### src/rtl/conv2d_pkg.sv
// conv2d_pkg
// Shared constants and width helpers for the streaming 3x3 convolution engine.
//   KERNEL_TAPS : number of kernel coefficients (3x3)
//   COEF_ADDR_W : width of the coefficient write address
//   prod_width  : signed product width (pixel zero-extended by one bit)
//   acc_width   : accumulator width (product width plus guard bits for 9 taps)
package conv2d_pkg;

  localparam int KERNEL_TAPS = 9;
  localparam int COEF_ADDR_W = 4;
  localparam int GUARD_BITS  = 4;

  function automatic int prod_width(input int pix_w, input int coef_w);
    return pix_w + coef_w + 1;
  endfunction

  function automatic int acc_width(input int pix_w, input int coef_w);
    return prod_width(pix_w, coef_w) + GUARD_BITS;
  endfunction

endpackage

### src/rtl/conv2d_stream3x3_line_buffer.sv
// conv2d_stream3x3_line_buffer
// One image line of storage: DEPTH x WIDTH, one write port and one registered
// read port. A read and a write in the same cycle to the same address return
// the old contents. Storage is not reset; its contents are don't-care.
//   clk     : clock
//   wr_en   : write enable
//   wr_addr : write address
//   wr_data : write data
//   rd_en   : read enable; rd_data holds when low
//   rd_addr : read address
//   rd_data : registered read data
module conv2d_stream3x3_line_buffer #(
  parameter int DEPTH = 32,
  parameter int WIDTH = 8,
  parameter int AW    = $clog2(DEPTH)
) (
  input  logic             clk,
  input  logic             wr_en,
  input  logic [AW-1:0]    wr_addr,
  input  logic [WIDTH-1:0] wr_data,
  input  logic             rd_en,
  input  logic [AW-1:0]    rd_addr,
  output logic [WIDTH-1:0] rd_data
);

  logic [WIDTH-1:0] mem [DEPTH];

  always_ff @(posedge clk) begin
    if (wr_en) mem[wr_addr] <= wr_data;
    if (rd_en) rd_data <= mem[rd_addr];
  end

endmodule

### src/rtl/conv2d_stream3x3.sv
// conv2d_stream3x3
// Streaming 3x3 convolution over a raster-order pixel stream. Two line buffers
// supply the two rows above the incoming pixel; a 3x2 history register holds
// the two previous columns of the window. Products are registered in S1, the
// sum is shifted and saturated/truncated into the output register in S2.
//   clk        : clock, rising edge
//   reset      : asynchronous active-low reset
//   coef_we    : coefficient write strobe (applied only while idle)
//   coef_addr  : coefficient index k = 3*row + col; 9..15 ignored
//   coef_data  : signed coefficient value
//   in_valid   : input pixel valid
//   in_ready   : engine can accept a pixel
//   in_pixel   : input pixel, unsigned
//   out_valid  : result valid
//   out_ready  : downstream accepts the result
//   out_pixel  : result pixel
//   out_last   : last result of the frame
//   busy       : frame in progress
//   frame_done : one-cycle pulse after the last result is accepted
module conv2d_stream3x3
  import conv2d_pkg::*;
#(
  parameter int PIX_W     = 8,
  parameter int COEF_W    = 8,
  parameter int IMG_W     = 32,
  parameter int IMG_H     = 32,
  parameter int OUT_W     = 8,
  parameter int OUT_SHIFT = 0,
  parameter int SAT_EN    = 1
) (
  input  logic                   clk,
  input  logic                   reset,
  input  logic                   coef_we,
  input  logic [COEF_ADDR_W-1:0] coef_addr,
  input  logic [COEF_W-1:0]      coef_data,
  input  logic                   in_valid,
  output logic                   in_ready,
  input  logic [PIX_W-1:0]       in_pixel,
  output logic                   out_valid,
  input  logic                   out_ready,
  output logic [OUT_W-1:0]       out_pixel,
  output logic                   out_last,
  output logic                   busy,
  output logic                   frame_done
);

  localparam int PROD_W = prod_width(PIX_W, COEF_W);
  localparam int ACC_W  = acc_width(PIX_W, COEF_W);
  localparam int COL_W  = $clog2(IMG_W);
  localparam int ROW_W  = $clog2(IMG_H);
  localparam logic [COL_W-1:0] COL_LAST = COL_W'(IMG_W - 1);
  localparam logic [ROW_W-1:0] ROW_LAST = ROW_W'(IMG_H - 1);
  localparam logic signed [ACC_W-1:0] SAT_MAX = ACC_W'({OUT_W{1'b1}});

  logic [COL_W-1:0] col, col_nxt;
  logic [ROW_W-1:0] row, row_nxt;
  logic advance, accept, at_last, win_ok, last_beat;
  logic [PIX_W-1:0] lb0_q, lb1_q;
  logic [PIX_W-1:0] win  [3][3];
  logic [PIX_W-1:0] hist [3][2];
  logic signed [COEF_W-1:0] coef    [KERNEL_TAPS];
  logic signed [PROD_W-1:0] prod    [KERNEL_TAPS];
  logic signed [PROD_W-1:0] s1_prod [KERNEL_TAPS];
  logic s1_valid, s1_last;
  logic signed [ACC_W-1:0] acc_sum, acc_shift;
  logic [OUT_W-1:0] res;

  // A held output beat freezes every stage, including input acceptance.
  assign advance   = !(out_valid && !out_ready);
  assign in_ready  = advance;
  assign accept    = in_valid && advance;
  assign at_last   = (row == ROW_LAST) && (col == COL_LAST);
  assign win_ok    = (row >= ROW_W'(2)) && (col >= COL_W'(2));
  assign last_beat = out_valid && out_ready && out_last;

  always_comb begin
    col_nxt = col;
    row_nxt = row;
    if (accept) begin
      if (col == COL_LAST) begin
        col_nxt = '0;
        row_nxt = (row == ROW_LAST) ? '0 : row + ROW_W'(1);
      end else begin
        col_nxt = col + COL_W'(1);
      end
    end
  end

  always_ff @(posedge clk or negedge reset) begin
    if (!reset) begin
      col <= '0;
      row <= '0;
    end else begin
      col <= col_nxt;
      row <= row_nxt;
    end
  end

  // Reads are addressed with the next column so the registered read data
  // already holds the rows above the pixel that is about to arrive.
  conv2d_stream3x3_line_buffer #(
    .DEPTH(IMG_W), .WIDTH(PIX_W), .AW(COL_W)
  ) u_lb0 (
    .clk(clk), .wr_en(accept), .wr_addr(col), .wr_data(in_pixel),
    .rd_en(advance), .rd_addr(col_nxt), .rd_data(lb0_q)
  );

  conv2d_stream3x3_line_buffer #(
    .DEPTH(IMG_W), .WIDTH(PIX_W), .AW(COL_W)
  ) u_lb1 (
    .clk(clk), .wr_en(accept), .wr_addr(col), .wr_data(lb0_q),
    .rd_en(advance), .rd_addr(col_nxt), .rd_data(lb1_q)
  );

  // Window row 0 is the top (r-2), column 2 is the incoming column c.
  always_comb begin
    for (int i = 0; i < 3; i++) begin
      win[i][0] = hist[i][0];
      win[i][1] = hist[i][1];
    end
    win[0][2] = lb1_q;
    win[1][2] = lb0_q;
    win[2][2] = in_pixel;
  end

  always_ff @(posedge clk or negedge reset) begin
    if (!reset) begin
      for (int i = 0; i < 3; i++) begin
        hist[i][0] <= '0;
        hist[i][1] <= '0;
      end
    end else if (accept) begin
      for (int i = 0; i < 3; i++) begin
        hist[i][0] <= hist[i][1];
        hist[i][1] <= win[i][2];
      end
    end
  end

  always_ff @(posedge clk or negedge reset) begin
    if (!reset) begin
      for (int k = 0; k < KERNEL_TAPS; k++) coef[k] <= '0;
      coef[KERNEL_TAPS / 2] <= COEF_W'(1);
    end else if (coef_we && !busy && !s1_valid && !out_valid &&
                 (coef_addr < COEF_ADDR_W'(KERNEL_TAPS))) begin
      coef[coef_addr] <= coef_data;
    end
  end

  always_comb begin
    for (int k = 0; k < KERNEL_TAPS; k++) begin
      prod[k] = $signed({{(PROD_W - PIX_W){1'b0}}, win[k / 3][k % 3]}) *
                $signed({{(PROD_W - COEF_W){coef[k][COEF_W-1]}}, coef[k]});
    end
  end

  always_ff @(posedge clk or negedge reset) begin
    if (!reset) begin
      s1_valid <= 1'b0;
      s1_last  <= 1'b0;
      for (int k = 0; k < KERNEL_TAPS; k++) s1_prod[k] <= '0;
    end else if (advance) begin
      s1_valid <= accept && win_ok;
      s1_last  <= accept && at_last;
      if (accept) s1_prod <= prod;
    end
  end

  always_comb begin
    acc_sum = '0;
    for (int k = 0; k < KERNEL_TAPS; k++) acc_sum = acc_sum + ACC_W'(s1_prod[k]);
    acc_shift = acc_sum >>> OUT_SHIFT;
    res = acc_shift[OUT_W-1:0];
    if (SAT_EN != 0) begin
      if (acc_shift[ACC_W-1])       res = '0;
      else if (acc_shift > SAT_MAX) res = '1;
    end
  end

  always_ff @(posedge clk or negedge reset) begin
    if (!reset) begin
      out_valid <= 1'b0;
      out_pixel <= '0;
      out_last  <= 1'b0;
    end else if (advance) begin
      out_valid <= s1_valid;
      out_last  <= s1_valid && s1_last;
      if (s1_valid) out_pixel <= res;
    end
  end

  // When the last beat leaves, stay busy only if the next frame has already
  // begun (counters moved off the origin).
  always_ff @(posedge clk or negedge reset) begin
    if (!reset) begin
      busy       <= 1'b0;
      frame_done <= 1'b0;
    end else begin
      frame_done <= last_beat;
      if (accept)         busy <= 1'b1;
      else if (last_beat) busy <= (col != '0) || (row != '0);
    end
  end

endmodule
### config.mk
export PLATFORM = sky130hd
export DESIGN_NAME = conv2d_stream3x3
export DESIGN_NICKNAME = d
export VERILOG_FILES = /design/src/rtl/conv2d_pkg.sv /design/src/rtl/conv2d_stream3x3_line_buffer.sv /design/src/rtl/conv2d_stream3x3.sv
export SDC_FILE = /design/constraint.sdc
export NUM_CORES = 2
export LEC_CHECK = 0
export ABC_CLOCK_PERIOD_IN_PS = 8700
export CAP_MARGIN = 10
export CORE_MARGIN = 10
export CORE_UTILIZATION = 55
export CTS_CLUSTER_DIAMETER = 50
export DETAILED_ROUTE_END_ITERATION = 7
export PLACE_DENSITY = 0.8
export SLEW_MARGIN = 0
export SYNTH_ARGS = -nofsm -noshare
export SYNTH_HDL_FRONTEND = slang
export SYNTH_SLANG_ARGS = --single-unit
### constraint.sdc
create_clock -name clk -period 8.7 [get_ports clk]
set_input_delay 2.61 -clock clk [delete_from_list [all_inputs] [get_ports clk]]
set_output_delay 2.61 -clock clk [all_outputs]
set_load 0.005 [all_outputs]
## Word level (Yosys, flattened, before mapping)

Memory sizes are Yosys's and may differ from the RTL's. A register that Yosys moved wholly into a read port is not among the register bits.
Index checks and enable logic that the tools add are counted.

| storage, ports and cells | value |
|---|---|
| input bits | 25 |
| memory bits (writable) | 512 |
| logic and storage cells | 104 |
| register bits after elaboration | 297 |
| memories kept | 2 |

Memory list:

| memory | words | width | rd ports | clocked after Yosys merged registers in | write ports | line | text |
|---|---|---|---|---|---|---|---|
| u_lb0.mem | 32 | 8 | 1 | 1 | 1 | conv2d_stream3x3_line_buffer.sv:26 | `logic [WIDTH-1:0] mem [DEPTH];` |
| u_lb1.mem | 32 | 8 | 1 | 1 | 1 | conv2d_stream3x3_line_buffer.sv:26 |  |

| cells by class | value |
|---|---|
| $lt $le $gt $ge | 6 |
| muxes and demuxes | 12 |
| add/sub/neg operators | 10 |
| multipliers | 9 |
| eq/ne operators | 2 |
| reduce and logical (&&, ||, !) cells | 28 |
| bitwise logic cells | 2 |

Operators with widths:

| cell | count |
|---|---|
| multiplier 9 x 8 -> 17 bit | 9 |
| adder 21 x 17 -> 21 bit | 4 |
| bitwise mux 72 bit | 1 |
| demux 8 bit (select 4 bit) | 1 |
| two-way mux 8 bit | 3 |
| adder 20 x 17 -> 21 bit | 1 |
| greater-than comparator 21 x 9 -> 1 bit, second input constant | 1 |
| adder 19 x 17 -> 20 bit | 1 |
| adder 18 x 17 -> 19 bit | 1 |
| adder 17 x 17 -> 18 bit | 1 |
| two-way mux 5 bit | 3 |
| logical AND 1 bit | 14 |
| adder 5 x 1 -> 5 bit, second input constant | 2 |
| equality test 5 bit, second input constant | 2 |
| >= comparator 5 x 2 -> 1 bit, second input constant | 2 |
| nonzero test 5 bit | 2 |
| zero test 1 bit | 7 |
| AND reduction 2 bit | 3 |
| >= comparator 5 bit, second input constant | 1 |
| less-than comparator 5 x 1 -> 1 bit, second input constant | 1 |
| inverter 4 -> 5 bit | 1 |
| less-than comparator 4 bit, second input constant | 1 |
| two-way mux 1 bit | 4 |
| nonzero test 2 bit | 1 |
| 2 further kinds | 2 |

## Depth between registers and ports, before layout

| depth | value |
|---|---|
| depth in word-level cells | 11 |
| depth in mapped cells | 19 |
| depth with buffers taken out | 18 |

## Modules after synthesis

Synthesis repeated with hierarchy kept, for this count alone.

| second synthesis, totals | value |
|---|---|
| cell total of the unflattened synthesis | 4517 |
| area, all modules | 54715.0 µm² |

By module, submodules not included:

| module | cells an instance | instances | area each (µm²) | sequential area each (µm²) |
|---|---|---|---|---|
| conv2d_stream3x3 | 3683 | 1 | 34448.0 | 7433.4 |
| conv2d_stream3x3_line_buffer | 417 | 2 | 10133.5 | 7927.6 |

## Least setup slack after synthesis

No wires, ideal clock.

| timing | value |
|---|---|
| path kind | input-to-reg |
| start | input port in_pixel[7] |
| end | register s1_prod[16] (netlist name) |
| cell stages on the path | 17 |
| required time | 8.567 ns |
| buffers on the path | 1 |
| slack | 2.162 ns |
| library setup time | 0.133 ns |
| data arrival time | 6.404 ns |
| cells stage by stage | clkbuf_1 -> nand2_1 -> fa_1 -> fa_1 -> inv_1 -> fa_1 -> inv_1 -> fa_1 -> inv_1 -> ha_1 -> o21ai_0 -> a21boi_1 -> o41a_1 -> a41oi_1 -> a21oi_1 -> xnor2_1 -> o21ai_0 |

| between the ends | value |
|---|---|
| word-level cells in the longest chain between the ends | 1 |

Ends and longest elaborated chain:

| item | line | text |
|---|---|---|
| from (decl) | conv2d_stream3x3.sv:38 | `input logic [PIX_W-1:0] in_pixel,` |
| multiplier 9 x 8 -> 17 bit | conv2d_stream3x3.sv:152 | `prod[k] = $signed({{(PROD_W - PIX_W){1'b0}}, win[k / 3][k % 3]}) *` |
| to (signal assigned) | conv2d_stream3x3.sv:165 | `if (accept) s1_prod <= prod;` |
| to (decl) | conv2d_stream3x3.sv:63 | `logic signed [PROD_W-1:0] s1_prod [KERNEL_TAPS];` |

No other way between the ends.
A chain may end at the register's enable or synchronous reset.

## Worst setup path in the final report

| timing | value |
|---|---|
| start | input port in_pixel[3] |
| end | register s1_prod[16] (netlist name) |

The elaborated chain is that of the path after synthesis.

==> out/qor.csv <==
metric,value,unit
simple-gate share of the synthesized area,15.2,%
RePlAce Congestion,0.872,
clock insertion delay at the later pin of the skew report,0.70,ns
synth unique cells,72,
Layout Utilization,60.3,%
Post-CTS Setup Bufs,0,
total core area,100000,µm²
Crit. Startpoint,in_pixel[3],
die area,114000,µm²
"Avg Cell Area, Syn",10.7,µm²
Die Y,337,µm
"Slowest-stage cell, CP",clkdlybuf4s50_1,
Overflow after GRT,0,
Inst Count DP,6349,
minimum clock period,7.00,ns
antenna-violating nets left,0,
reg2reg start,s1_prod[104]$_DFFE_PN0P_,
Main synth FF type,edfxtp_1,
Total Power,18.7,mW
Initial DRT Pass Iterations,6,
Via density,5.84,
DPL Wire Length,93000,µm
synthesis-to-finish area growth,8.90,%
pin count of the biggest net entering global routing,193,
met2 Track Usage GR,41.3,%
multiplexer share of the synthesized area,1.40,%
Die Wd,337,µm
relative slew slack,17.9,%
status,"complete, no violations",
critical path buffer and inverter count,4,
Max Clock Freq,143,MHz
Syn. warnings,0,
Synth Area in Compound Gates,7.52,%
Startpoint Class,input port,
via count,38100,
CP Data Required Time,9.25,ns
crit path kind,input port to flop,
Tightest Pin Transition,1.23,ns
Syn Nets,6067,
VDD IR max,0.694,mV
crit share post-route,80.5,%
GR Util met1,32.0,%
share of cells above drive strength 1,6.33,%
cell repeated most along the worst path,fa_1,
Row Count,116,
Initial DRC Count,3925,
antenna violations before repair,4,
number of CTS-inserted buffers,96,
RSZ-0062 raised after global routing,no,
largest family of logic cells by synthesized area,adder cells,
CTS root buf,clkbuf_16,
CP arrival,7.55,ns
Post-Synth XOR/XNOR Area,1.76,%
gr usage total,24.9,%
CTS H-tree lvls,3,
Leakage Power,27.1,nW
Adder-Cell Fraction of Synth Area,25.9,%
CTS Sinks,825,
GR Util met3,4.41,%
clock skew,0.0470,ns
sequential element share of the synthesized area,42.1,%
GRT busiest layer,met2,
crit-path leading delay family,adder cells,
HP Start,s1_prod[48]$_DFFE_PN0P_,
IO Pins,38,
CP peak stage delay,0.63,ns
register bit total from synthesis,825,
setup TNS,0,ns
critical path cell sequence,clkdlybuf4s50_1 > buf_4 > and2_1 > fa_1 > inv_1 > fa_1 > fa_1 > fa_1 > inv_1 > ha_1 > nor2b_1 > o21ai_0 > a21boi_1 > o41a_1 > a41oi_1 > a21oi_1 > xnor2_1 > o21ai_0,
Initial Util,55.3,%
Max-cap violations,0,
Routed WL,139000,µm
wire length per cell,21.2,µm
DRC,0,
CP Capture Type,flop,
CTS Hold Bufs,0,
Synth Instances,5170,
CTS tree,built,
CTS max path bufs,3,
number of gates resized after CTS,0,
Layout Nets,6046,
first-pass GRT wire length,221000,µm
Pwr per Cell Area,310,nW/µm²
mapped cell area,55300,µm²
PortBufs,37,
hold crit path type,flop to flop,
final max-slew violation count,0,
Clock transition at path regs,0.06,ns
"EDFF count, synth",528,
final hold vios,0,
post-route insts no fill,6532,
"Setup violations, final",0,
async set-reset flop share out of synthesis,36.0,%
CP Max Fanout,20,
vias in the first global route,39400,
==> cell type report <==
cell class | instances | area (µm²)
flip-flops and latches | 825 | 23300
diodes | 2 | 5.00
well taps | 1298 | 1620
clock buffers | 122 | 2600
inverters | 645 | 2430
clock inverters | 59 | 589
repair buffers | 111 | 988
fillers | 7662 | 39700
multi-input cells | 3470 | 28700
==> power by group <==
group	internal, mW	switching (mW)
sequential	4.84	0.610
combinational	3.42	5.80
clock	2.25	1.75
==> worst reg2reg max path, delay by kind of cell (launching register included) <==
kind	cells	cell delay, ns
compound gates	6	1.57
xor+xnor	1	0.19
fa+ha+maj	6	2.82
buf+inv	2	0.10
flops	1	0.41
simple gates	1	0.25
==> placed cells by master, fill, tap and decap left out, types with 16 or more instances in the layout <==
cell | netlist | final
nand2_1 | 1002 | 1001
inv_1 | 643 | 642
edfxtp_1 | 528 | 528
fa_1 | 455 | 455
ha_1 | 417 | 417
and2_1 | 304 | 303
dfrtp_1 | 296 | 296
o21ai_0 | 167 | 167
nand3_1 | 154 | 154
nor2_1 | 105 | 105
a311oi_1 | 97 | 97
clkbuf_16 | 0 | 97
a211oi_1 | 83 | 83
and3_1 | 79 | 79
nand2b_1 | 76 | 76
a21oi_1 | 75 | 73
mux2_2 | 69 | 69
buf_4 | 11 | 69
xor2_1 | 60 | 60
xnor2_1 | 51 | 51
a31oi_1 | 38 | 38
clkdlybuf4s50_1 | 0 | 35
nor3_1 | 37 | 33
a21o_1 | 33 | 33
or3_1 | 18 | 18
clkbuf_1 | 175 | 17
nor2b_1 | 16 | 16
==> cells in the mapped netlist, drive strengths merged, types with 3 or more instances <==
library cell	count	area [µm²]
o21bai	5	37.5
nand4	5	31.3
o21ai	181	906
or2	4	25.0
clkbuf	175	657
a221o	3	30.0
a41o	5	50.1
o21a	4	30.0
and2	304	1900
buf	55	323
a41oi	7	61.3
a31oi	38	238
o211a	3	30.0
nor2b	17	114
a211oi	85	648
o41ai	4	35.0
o211ai	4	30.0
o221a	9	101
o41a	13	146
nor2	106	405
a311oi	97	850
edfxtp	528	15900
xnor2	51	447
inv	645	2420
or3	18	113
a31o	4	35.0
a21oi	77	393
dfrtp	296	7410
a21o	33	248
xor2	60	526
nor3	37	185
ha	417	5220
and3	79	494
nand2	1002	3760
fa	455	9110
mux2	69	777
nand2b	76	475
a21boi	8	60.1
o31ai	13	97.6
nand3	154	771
nor4	4	40.0
==> cell families (layout without fill, tap and decap cells) <==
| logic type | count (synthesis) | count (layout) |
|---|---|---|
| fa+ha+maj | 872 | 872 |
| compound gates | 605 | 605 |
| simple gates | 1813 | 1813 |
| xor+xnor | 111 | 111 |
| mux | 69 | 69 |
| other cells | 0 | 2 |
| buf+inv | 875 | 937 |
| flops | 825 | 825 |
==> through the flow <==
| step | worst slack (ns) | hold slack [ns] | cell area [µm²] |
|---|---|---|---|
| floorplan | 2.16 | 0.449 | 55300 |
| global placement | 1.01 | 0.465 | 57100 |
| detailed placement | 1.03 | 0.471 | 57100 |
| CTS | 1.73 | 0.485 | 60200 |
| global route | 1.36 | 0.514 | 60200 |
| finish | 1.70 | 0.484 | 60300 |
==> layer usage <==
| metal | share of wire, % | up-vias |
|---|---|---|
| met2 | 48 | 1632 |
| met4 | 4.4 | 2 |
| met3 | 8.1 | 334 |
| li1 | - | 17200 |
| met1 | 39 | 19000 |
| met5 | 0.0086 | - |
==> sequential cells by signal (all words and copies together) (netlist names) <==
name,flops
busy,1
coef,72
col,5
frame_done,1
hist,48
out_last,1
out_pixel,8
out_valid,1
row,5
s1_last,1
s1_prod,153
s1_valid,1
u_lb0.mem,256
u_lb0.rd_data,8
u_lb1.mem,256
u_lb1.rd_data,8
==> worst paths after layout <==
check                                            to  slack [ns]  depth (start not counted)
setup / recovery            s1_prod[16]$_DFFE_PN0P_        1.70                         18
hold / removal              s1_prod[48]$_DFFE_PN0P_        0.48                          2
setup reg to reg           out_pixel[4]$_DFFE_PN0P_        3.22                         16
hold reg to reg             s1_prod[48]$_DFFE_PN0P_        0.48                          2
max in group asynchronous      coef[36]$_DFFE_PN0P_        5.10                          2
min in group asynchronous      coef[45]$_DFFE_PN0P_        1.97                          1
No activity file was read; power rests on OpenSTA's default activity.
